<file path="config.mk">
export PLATFORM = sky130hd
export DESIGN_NAME = locked_register_bank_flat
export DESIGN_NICKNAME = d
export VERILOG_FILES = /design/src/rtl/locked_register_bank_if.sv /design/src/rtl/locked_register_bank.sv /design/src/flat_wrapper.sv
export SDC_FILE = /design/constraint.sdc
export NUM_CORES = 1
export LEC_CHECK = 0
export ABC_AREA = 1
export BUFFER_PORTS_ARGS = -buffer_cell sky130_fd_sc_hd__clkbuf_2
export CORE_MARGIN = 4
export CORE_UTILIZATION = 50
export DETAILED_ROUTE_END_ITERATION = 12
export PLACE_DENSITY = 0.79
export SLEW_MARGIN = 20
export SYNTH_ARGS = -nofsm -noshare
export SYNTH_HDL_FRONTEND = slang
export SYNTH_SLANG_ARGS = --single-unit
</file>
<file path="constraint.sdc">
create_clock -name Clk -period 6.9 [get_ports Clk]
set_input_delay 1.38 -clock Clk [delete_from_list [all_inputs] [get_ports Clk]]
set_output_delay 1.38 -clock Clk [all_outputs]
set_load 0.1 [all_outputs]
</file>
<file path="src/rtl/locked_register_bank_if.sv">
// Bus interface for locked_register_bank.
// Groups the write, read, lock and unlock-sequence signals of the bank.
//   master : drives requests (config bus side) and observes results.
//   slave  : the register bank itself.
// Signals:
//   write/waddr/Data_in        write strobe, index and data
//   lock_set                   per-register lock request (level)
//   scan_mode, debug_unlocked  security qualifiers
//   unlock_req/idx/key         unlock key strobe, target index, key value
//   raddr/Data_out             read index, registered read data
//   lock_status                current lock bits
//   write_err/unlock_done/unlock_err  single-cycle status pulses
interface locked_register_bank_if #(
  parameter int N_REGS = 4,
  parameter int WIDTH  = 16
);
  localparam int AW = (N_REGS > 1) ? $clog2(N_REGS) : 1;

  logic              write;
  logic [AW-1:0]     waddr;
  logic [WIDTH-1:0]  Data_in;
  logic [N_REGS-1:0] lock_set;
  logic              scan_mode;
  logic              debug_unlocked;
  logic              unlock_req;
  logic [AW-1:0]     unlock_idx;
  logic [WIDTH-1:0]  unlock_key;
  logic [AW-1:0]     raddr;
  logic [WIDTH-1:0]  Data_out;
  logic [N_REGS-1:0] lock_status;
  logic              write_err;
  logic              unlock_done;
  logic              unlock_err;

  modport master (
    output write, waddr, Data_in, lock_set, scan_mode, debug_unlocked,
           unlock_req, unlock_idx, unlock_key, raddr,
    input  Data_out, lock_status, write_err, unlock_done, unlock_err
  );

  modport slave (
    input  write, waddr, Data_in, lock_set, scan_mode, debug_unlocked,
           unlock_req, unlock_idx, unlock_key, raddr,
    output Data_out, lock_status, write_err, unlock_done, unlock_err
  );
endinterface

</file>
<file path="src/rtl/locked_register_bank.sv">
// Bank of N_REGS data registers, each guarded by a sticky lock bit.
// A locked register refuses writes until reset, or until a two-key unlock
// sequence (KEY0 then KEY1 on the same index within TIMEOUT cycles) completes
// while debug_unlocked is high. scan_mode refuses all writes and unlocks but
// never sets or clears a lock by itself.
// Ports:
//   Clk   : rising-edge clock
//   reset : asynchronous active-high reset
//   bus   : locked_register_bank_if.slave (write/read/lock/unlock signals)
module locked_register_bank #(
  parameter int               N_REGS    = 4,
  parameter int               WIDTH     = 16,
  parameter logic [WIDTH-1:0] RESET_VAL = '0,
  parameter logic [WIDTH-1:0] KEY0      = 16'hA5A5,
  parameter logic [WIDTH-1:0] KEY1      = 16'h5A5A,
  parameter int               TIMEOUT   = 16
) (
  input  logic                  Clk,
  input  logic                  reset,
  locked_register_bank_if.slave bus
);
  localparam int AW = (N_REGS > 1) ? $clog2(N_REGS) : 1;
  localparam int TW = $clog2(TIMEOUT + 1);
  localparam logic [AW:0]   NREG_LIM  = (AW + 1)'(N_REGS);
  localparam logic [TW-1:0] TIMEOUT_V = TW'(TIMEOUT);
  localparam logic [TW-1:0] TIMER_ONE = TW'(1);

  typedef enum logic {IDLE, ARMED} state_t;

  logic [WIDTH-1:0]  regs_q [N_REGS];
  logic [N_REGS-1:0] lock_q;
  logic [WIDTH-1:0]  rd_data_p1;
  logic              write_err_p1;
  logic              unlock_done_p1;
  logic              unlock_err_p1;

  state_t            state_q, state_d;
  logic [TW-1:0]     timer_q, timer_d;
  logic [AW-1:0]     idx_q, idx_d;
  logic              done_d, err_d;
  logic [N_REGS-1:0] clr_mask;

  logic waddr_ok, raddr_ok, uidx_ok, wr_accept_p0;

  // Stage p0: request qualification
  assign waddr_ok = {1'b0, bus.waddr}      < NREG_LIM;
  assign raddr_ok = {1'b0, bus.raddr}      < NREG_LIM;
  assign uidx_ok  = {1'b0, bus.unlock_idx} < NREG_LIM;

  // A lock request to the written register in the same cycle blocks the write.
  assign wr_accept_p0 = bus.write && waddr_ok && !bus.scan_mode &&
                        !lock_q[bus.waddr] && !bus.lock_set[bus.waddr];

  always_comb begin
    state_d  = state_q;
    timer_d  = timer_q;
    idx_d    = idx_q;
    done_d   = 1'b0;
    err_d    = 1'b0;
    clr_mask = '0;
    case (state_q)
      IDLE: begin
        if (bus.unlock_req) begin
          if (bus.unlock_key == KEY0 && bus.debug_unlocked && !bus.scan_mode && uidx_ok) begin
            state_d = ARMED;
            timer_d = TIMEOUT_V;
            idx_d   = bus.unlock_idx;
          end else begin
            err_d = 1'b1;
          end
        end
      end
      ARMED: begin
        timer_d = timer_q - TIMER_ONE;
        // Losing authorisation aborts first; a key strobe is honoured even on
        // the last cycle of the window, so KEY1 may arrive up to TIMEOUT cycles
        // after KEY0.
        if (!bus.debug_unlocked || bus.scan_mode) begin
          state_d = IDLE;
          timer_d = '0;
          err_d   = 1'b1;
        end else if (bus.unlock_req) begin
          state_d = IDLE;
          timer_d = '0;
          if (bus.unlock_key == KEY1 && bus.unlock_idx == idx_q) begin
            done_d          = 1'b1;
            clr_mask[idx_q] = 1'b1;
          end else begin
            err_d = 1'b1;
          end
        end else if (timer_q <= TIMER_ONE) begin
          state_d = IDLE;
          timer_d = '0;
          err_d   = 1'b1;
        end
      end
      default: state_d = IDLE;
    endcase
  end

  // Stage p1: registered state, data and pulses
  always_ff @(posedge Clk or posedge reset) begin
    if (reset) begin
      state_q <= IDLE;
      timer_q <= '0;
      idx_q   <= '0;
    end else begin
      state_q <= state_d;
      timer_q <= timer_d;
      idx_q   <= idx_d;
    end
  end

  always_ff @(posedge Clk or posedge reset) begin
    if (reset) begin
      lock_q         <= '0;
      write_err_p1   <= 1'b0;
      unlock_done_p1 <= 1'b0;
      unlock_err_p1  <= 1'b0;
    end else begin
      // Set requests are applied after the clear so a simultaneous lock wins.
      lock_q         <= (lock_q & ~clr_mask) | bus.lock_set;
      write_err_p1   <= bus.write && !wr_accept_p0;
      unlock_done_p1 <= done_d;
      unlock_err_p1  <= err_d;
    end
  end

  always_ff @(posedge Clk or posedge reset) begin
    if (reset) begin
      for (int i = 0; i < N_REGS; i++) regs_q[i] <= RESET_VAL;
      rd_data_p1 <= RESET_VAL;
    end else begin
      if (wr_accept_p0) regs_q[bus.waddr] <= bus.Data_in;
      rd_data_p1 <= raddr_ok ? regs_q[bus.raddr] : '0;
    end
  end

  assign bus.Data_out    = rd_data_p1;
  assign bus.lock_status = lock_q;
  assign bus.write_err   = write_err_p1;
  assign bus.unlock_done = unlock_done_p1;
  assign bus.unlock_err  = unlock_err_p1;
endmodule

</file>
<file path="src/flat_wrapper.sv">
// flat-port wrapper written by rule: the top's interface ports become plain ports
module locked_register_bank_flat 
#(
  parameter int               N_REGS    = 4,
  parameter int               WIDTH     = 16,
  parameter logic [WIDTH-1:0] RESET_VAL = '0,
  parameter logic [WIDTH-1:0] KEY0      = 16'hA5A5,
  parameter logic [WIDTH-1:0] KEY1      = 16'h5A5A,
  parameter int               TIMEOUT   = 16
)
  (Clk, reset, bus_write, bus_waddr, bus_Data_in, bus_lock_set, bus_scan_mode, bus_debug_unlocked, bus_unlock_req, bus_unlock_idx, bus_unlock_key, bus_raddr, bus_Data_out, bus_lock_status, bus_write_err, bus_unlock_done, bus_unlock_err);
  locked_register_bank_if #(.N_REGS(N_REGS), .WIDTH(WIDTH)) bus_i ();
  input  logic Clk;
  input  logic reset;
  input wire logic [$bits(bus_i.write)-1:0] bus_write;
  input wire logic [$bits(bus_i.waddr)-1:0] bus_waddr;
  input wire logic [$bits(bus_i.Data_in)-1:0] bus_Data_in;
  input wire logic [$bits(bus_i.lock_set)-1:0] bus_lock_set;
  input wire logic [$bits(bus_i.scan_mode)-1:0] bus_scan_mode;
  input wire logic [$bits(bus_i.debug_unlocked)-1:0] bus_debug_unlocked;
  input wire logic [$bits(bus_i.unlock_req)-1:0] bus_unlock_req;
  input wire logic [$bits(bus_i.unlock_idx)-1:0] bus_unlock_idx;
  input wire logic [$bits(bus_i.unlock_key)-1:0] bus_unlock_key;
  input wire logic [$bits(bus_i.raddr)-1:0] bus_raddr;
  output wire logic [$bits(bus_i.Data_out)-1:0] bus_Data_out;
  output wire logic [$bits(bus_i.lock_status)-1:0] bus_lock_status;
  output wire logic [$bits(bus_i.write_err)-1:0] bus_write_err;
  output wire logic [$bits(bus_i.unlock_done)-1:0] bus_unlock_done;
  output wire logic [$bits(bus_i.unlock_err)-1:0] bus_unlock_err;
  assign bus_i.write = bus_write;
  assign bus_i.waddr = bus_waddr;
  assign bus_i.Data_in = bus_Data_in;
  assign bus_i.lock_set = bus_lock_set;
  assign bus_i.scan_mode = bus_scan_mode;
  assign bus_i.debug_unlocked = bus_debug_unlocked;
  assign bus_i.unlock_req = bus_unlock_req;
  assign bus_i.unlock_idx = bus_unlock_idx;
  assign bus_i.unlock_key = bus_unlock_key;
  assign bus_i.raddr = bus_raddr;
  assign bus_Data_out = bus_i.Data_out;
  assign bus_lock_status = bus_i.lock_status;
  assign bus_write_err = bus_i.write_err;
  assign bus_unlock_done = bus_i.unlock_done;
  assign bus_unlock_err = bus_i.unlock_err;
  locked_register_bank #(.N_REGS(N_REGS), .WIDTH(WIDTH), .RESET_VAL(RESET_VAL), .KEY0(KEY0), .KEY1(KEY1), .TIMEOUT(TIMEOUT)) u_core (.Clk(Clk), .reset(reset), .bus(bus_i));
endmodule
</file>
==> Word-level counts from Yosys, hierarchy flattened <==
Cells that the tools add are included.
{ "classes": {"n_addsub": 1, "n_lt_le_gt_ge": 7, "eq_ne": 5, "mux": 39, "n_bitwise": 6, "n_reduce_logical": 17} }
{ "ops": {"columns": ["cell", "n"], "rows": [
  ["$bwmux 64", 1],
  ["$mux 16", 3],
  ["$bmux 16 s2", 1],
  ["$demux 16 s2", 1],
  ["$mux 5", 5],
  ["$mux 1", 18],
  ["$eq 16x15->1 const B", 1],
  ["$eq 16x16->1 const B", 1],
  ["$mux 4", 4],
  ["$pmux 5 s2", 1],
  ["$logic_and 1x1->1", 9],
  ["$ge 3x3->1 const B", 2],
  ["$lt 2x3->1 const B", 2],
  ["$not 2->3", 2],
  ["$le 5x1->1 const B", 1],
  ["$logic_not 1->1", 5],
  ["$sub 5x1->5 const B", 1],
  ["$and 4x4->4", 1],
  ["$bmux 1 s2", 2],
  ["$not 4->4", 1],
  ["$or 4x4->4", 1],
  ["$pmux 1 s2", 2],
  ["$lt 3x1->1 const B", 1],
  ["$reduce_and 3->1", 1],
  ["8 further kinds", 8]
]} }
{ "totals": {"reg_bits": 95, "output_inout_bits": 23, "word_cells": 87} }

==> Logic depth before layout (Yosys ltp) <==
{ "logic_depth": {"word_depth": 11, "depth_mapped": 9, "depth_no_buf": 8} }

==> Worst setup path after synthesis <==
Ideal clock, no wire load.
{ "synth_timing": {"path_type": "input-to-reg", "start": "in bus_lock_set[0]", "end": "reg u_core.regs_q[23] (netlist bit)", "setup_time_ns": 0.117, "t_arrival_ns": 2.300, "required_time_ns": 6.783, "slack_ns": 4.483, "path_stages": 8, "path_buffers": 1, "path_cell_list": "or2_1 -> nand2_1 -> nand2_1 -> nor2_4 -> nand3_2 -> buf_4 -> nand2_1 -> nand2_1"} }
{ "synth_between": {"elab_chain_len": 4} }
{ "synth_rtl": {"columns": ["element", "line_no", "rtl"], "rows": [
  ["start: declaration", "flat_wrapper.sv:18", "input wire logic [$bits(bus_i.lock_set)-1:0] bus_lock_set;"],
  ["$bmux 1 s2", "locked_register_bank.sv:52", "!lock_q[bus.waddr] && !bus.lock_set[bus.waddr];"],
  ["$mux 1 (implied by the code)", "locked_register_bank.sv:52", null],
  ["$logic_not 1->1", "locked_register_bank.sv:52", null],
  ["$logic_and 1x1->1", "locked_register_bank.sv:52", null],
  ["end signal: indexed assignment", "locked_register_bank.sv:134", "if (wr_accept_p0) regs_q[bus.waddr] <= bus.Data_in;"],
  ["end: declaration", "locked_register_bank.sv:30", "logic [WIDTH-1:0] regs_q [N_REGS];"]
]} }
Every way passes these cells. The select of a mux whose other input is x is not followed.
A chain may end at the register's enable or synchronous reset.

==> Worst setup path after layout <==
{ "layout_timing": {"start": "in bus_waddr[1]", "end": "reg u_core.regs_q[17] (netlist bit)"} }
{ "layout_between": {"elab_chain_len": 6} }
{ "layout_rtl": {"columns": ["element", "line_no", "rtl"], "rows": [
  ["start: declaration", "flat_wrapper.sv:16", "input wire logic [$bits(bus_i.waddr)-1:0] bus_waddr;"],
  ["$not 2->3 (implied by the code)", "locked_register_bank.sv:134", null],
  ["$ge 3x3->1 (implied by the code) / $lt 3x1->1 (equally long branches)", "locked_register_bank.sv:134", null],
  ["$logic_and 1x1->1 (implied by the code)", "locked_register_bank.sv:134", null],
  ["$mux 16 (implied by the code)", "locked_register_bank.sv:134", null],
  ["$demux 16 s2", "locked_register_bank.sv:134", null],
  ["$bwmux 64", "locked_register_bank.sv:134", null]
]} }
Parallel ways exist; a longest one is shown, timed or not. The select of a mux whose other input is x is not followed.

==> results by group <==
Run status
  – Outcome: completed

GRT
  – First-pass GRT wire length: 19.5 mm
  – Vias in the first global route: 4157
  – Largest net degree at the start of global routing: 75
  – Total track usage: 21.8%
  – Remaining global-route overflow: 0
  – Initial antenna violation count: 0

Floorplan
  – Die Width: 104 um
  – FP Rows: 34
  – Die area: 10800 um2
  – Die H: 104 um
  – Core area: 8850 um2
  – Ports: 71
  – Initial core utilization: 51.9%

Layout
  – Share of layout cells above drive strength 1: 16.0%
  – Layout Utilization: 57.8%
  – Post-layout nets: 670
  – Commonest non-fill, non-tap cell in the layout: nand2_1
  – Syn-to-layout area delta: 11.3%
  – Layout filler cell count: 812
  – Finished Layout Cells: 733
  – Final Instance Area: 5110 um2
  – Diodes inserted: 0
  – Commonest cells after routing, fill and taps aside: nand2_1 (183), dfrtp_1 (95), clkbuf_2 (70)

Clock tree
  – Num CTS Buffers: 9
  – Longest Clk Path Bufs: 2
  – Worst-path clk slew: 0.10 ns
  – H-tree Lvls: 3
  – CTS Root Buffer Type: clkbuf_8
  – CTS tree: built
  – Post-CTS setup repair buffer count: 0
  – CTS Hold Bufs: 0
  – CTS Sinks: 95
  – Resized cells post-CTS: 0
  – Clk Latency, worst-skew pair: 0.38 ns

Logic synthesis
  – Number of library cell types mapped by synthesis: 27
  – Top cells by area, synth: dfrtp_1 (52%), nand2_1 (15%), nand4_1 (9.1%)
  – Ys Warns: 0
  – Post-Synthesis Cell Area: 4590 um2
  – Xor and xnor area share after synthesis: 0.572%
  – Synth top area share: 51.8%
  – Async S/R FF share, synth: 100%
  – Largest family of logic cells by synthesized area: simple AND/OR/NAND/NOR gates
  – Seq/Total Area, Yosys: 51.8%
  – Dominant cell type by area after synthesis: dfrtp_1
  – #FFs+latches synth: 95
  – Post-synthesis net count: 615
  – Post-synth EDFFs: 0
  – Adder-cell share of the synthesized area: 0.545%
  – Cells after Synth: 565
  – Simple-gate share of the synthesized area: 33.4%
  – Compound-Gate Fraction of Synth Area: 6.40%
  – Post-Synthesis Mean Instance Area: 8.13 um2
  – Main synth FF type: dfrtp_1
  – Multiplexer area fraction after synthesis: 0%

STA
  – Tmin final: 3.07 ns
  – Worst-margin pin slew: 0.954 ns
  – Fmax: 0.325 GHz
  – Clock skew: 0.0150 ns
  – Relative slew slack: 36.4%
  – Tcrit/Tclk final: 44.5%
  – Slew Viols, Final: 0
  – RSZ-0062 raised after global routing: false
  – Setup slack after layout: 3.83 ns
  – Fin. Hold Viols: 0
  – TNS Setup: 0 ns
  – # setup viols final: 0

Routing
  – # DRC: 0
  – Final antenna-violating net count: 0
  – Via count: 4089
  – Via density: 5.58
  – DR iter-0 viols: 347
  – Pre-antenna DRT Iters: 6
  – DR WL/cell: 15.3 um
  – DRT Wirelength: 11.2 mm

Critical path
  – Reg-to-reg endpoint: u_core.regs_q[14]
  – Max FO, Critical Path: 65
  – WP data arrival: 3.33 ns
  – Worst-path cell chain: clkbuf_2, nand2_1, inv_2, a21oi_4, buf_4, nand3_2, nand2_1, nand2_1
  – R2R depth: 8
  – Crit-path max cell delay: 0.55 ns
  – RR Startpoint: u_core.bus.lock_status[0]
  – R2R Setup Slk: 4.61 ns
  – Critical Path Most Common Cell: nand2_1
  – Worst Setup Start Kind: primary input
  – Worst path required time: 7.16 ns
  – Crit path from: bus_waddr[1]
  – Crit. End Element: register
  – Slowest stage cell on the critical path: buf_4
  – Setup CP Type: in2reg

Pwr
  – Cell Int Power: 0.000878 W
  – Clock power share: 25.4%
  – Power Density: 273 nW/um2
  – Fraction of power consumed by sequential logic: 51.1%
  – Max IR drop VDD: 0.104 mV
  – Comb power frac: 23.5%
  – Switch Pwr: 0.000517 W
  – Sw Ratio: 37.1%
  – Leakage: 2.69 nW

Placed design
  – Setup WS pre-CTS: 3.50 ns
  – Placed Instance Area: 4930 um2
  – # port buffers: 70
  – Routability cong.: 0.865
  – Post-DP HPWL: 7.34 mm
  – Dpl cells: 717

Hold path
  – Hold Crit Class: reg2reg
  – Hold Path Origin: u_core.regs_q[23]
  – Hold path cells: 2
  – Worst-case hold path end point: u_core.regs_q[23]

Run
  – Max-cap violations: 0
worst max-delay path: cells and delay by family:
family | cells | cell delay (ns)
AOI/OAI and AO/OA | 1 | 0.24
buffers and inverters | 3 | 0.85
and+or+nand+nor | 4 | 0.84
worst max path at each step:
stage | end | slack, ns
finish | u_core.regs_q[17] | 3.83
global route | u_core.regs_q[8] | 3.66
CTS | u_core.regs_q[61] | 3.88
detailed placement | u_core.regs_q[22] | 3.50
global placement | u_core.regs_q[28] | 3.56
floorplan | u_core.bus.Data_out[0] | 3.04
power groups by stage:
stage | registers [W] | clock network (W) | logic (W)
2_1_floorplan | 0.000823 | 0 | 0.000147
3_3_place_gp | 0.000719 | 0 | 0.000318
3_5_place_dp | 0.000721 | 0 | 0.000328
4_1_cts | 0.000711 | 0.000359 | 0.000329
5_1_grt | 0.000724 | 0.000386 | 0.000361
6_report | 0.000713 | 0.000354 | 0.000327
cell usage after synthesis (4+ instances only):
master / count
o21ai_0: 33
nand2_1: 183
nand3_2: 4
buf_2: 8
nor3_1: 5
nand3_1: 20
nor2_1: 57
o22ai_1: 16
inv_1: 40
nand4_1: 67
clkbuf_1: 9
buf_4: 4
buf_6: 6
dfrtp_1: 95
state kept, by name, summed over array words and instances, names as in the netlist:
signal                  cells
u_core.bus.write_err        1
u_core.idx_q                2
u_core.state_q              1
u_core.timer_q              5
u_core.regs_q              64
u_core.bus.unlock_done      1
u_core.bus.lock_status      4
u_core.bus.unlock_err       1
u_core.bus.Data_out        16
kinds of logic (layout without fill, tap and decap cells):
family / Yosys count / count (layout)
XOR/XNOR: 3 / 3
AO/OA/AOI/OAI: 52 / 52
flip-flops: 95 / 95
adder cells (fa/ha/maj): 2 / 2
buffers and inverters: 71 / 131
AND/OR/NAND/NOR: 342 / 342
metrics by stage:
| stage | hold slack [ns] | total power [W] |
|---|---|---|
| final | 0.476 | 0.00139 |
| after global routing | 0.502 | 0.00147 |
| after CTS | 0.477 | 0.00140 |
| after detailed placement | 0.453 | 0.00105 |
| after global placement | 0.449 | 0.00104 |
| after floorplan | 0.437 | 0.000970 |
final cells by class:
class	instances	area [um2]	area share, %
clock inverters	7	62.6	1.22
well taps	108	135	2.64
inverters	41	155	3.03
clock buffers	9	124	2.42
flip-flops and latches	95	2380	46.5
multi-input cells	399	1880	36.8
repair buffers	74	380	7.44
metal layers:
metal  global-route usage [%]  up-vias  share of wire, %
li1                         -     1985                 -
met1                     29.1     1942                43
met2                     35.7      141                49
met3                     3.73       21               5.7
met4                     8.64        0               2.1
met5                        0        -                 0
Power figures use the tool's default switching activity.
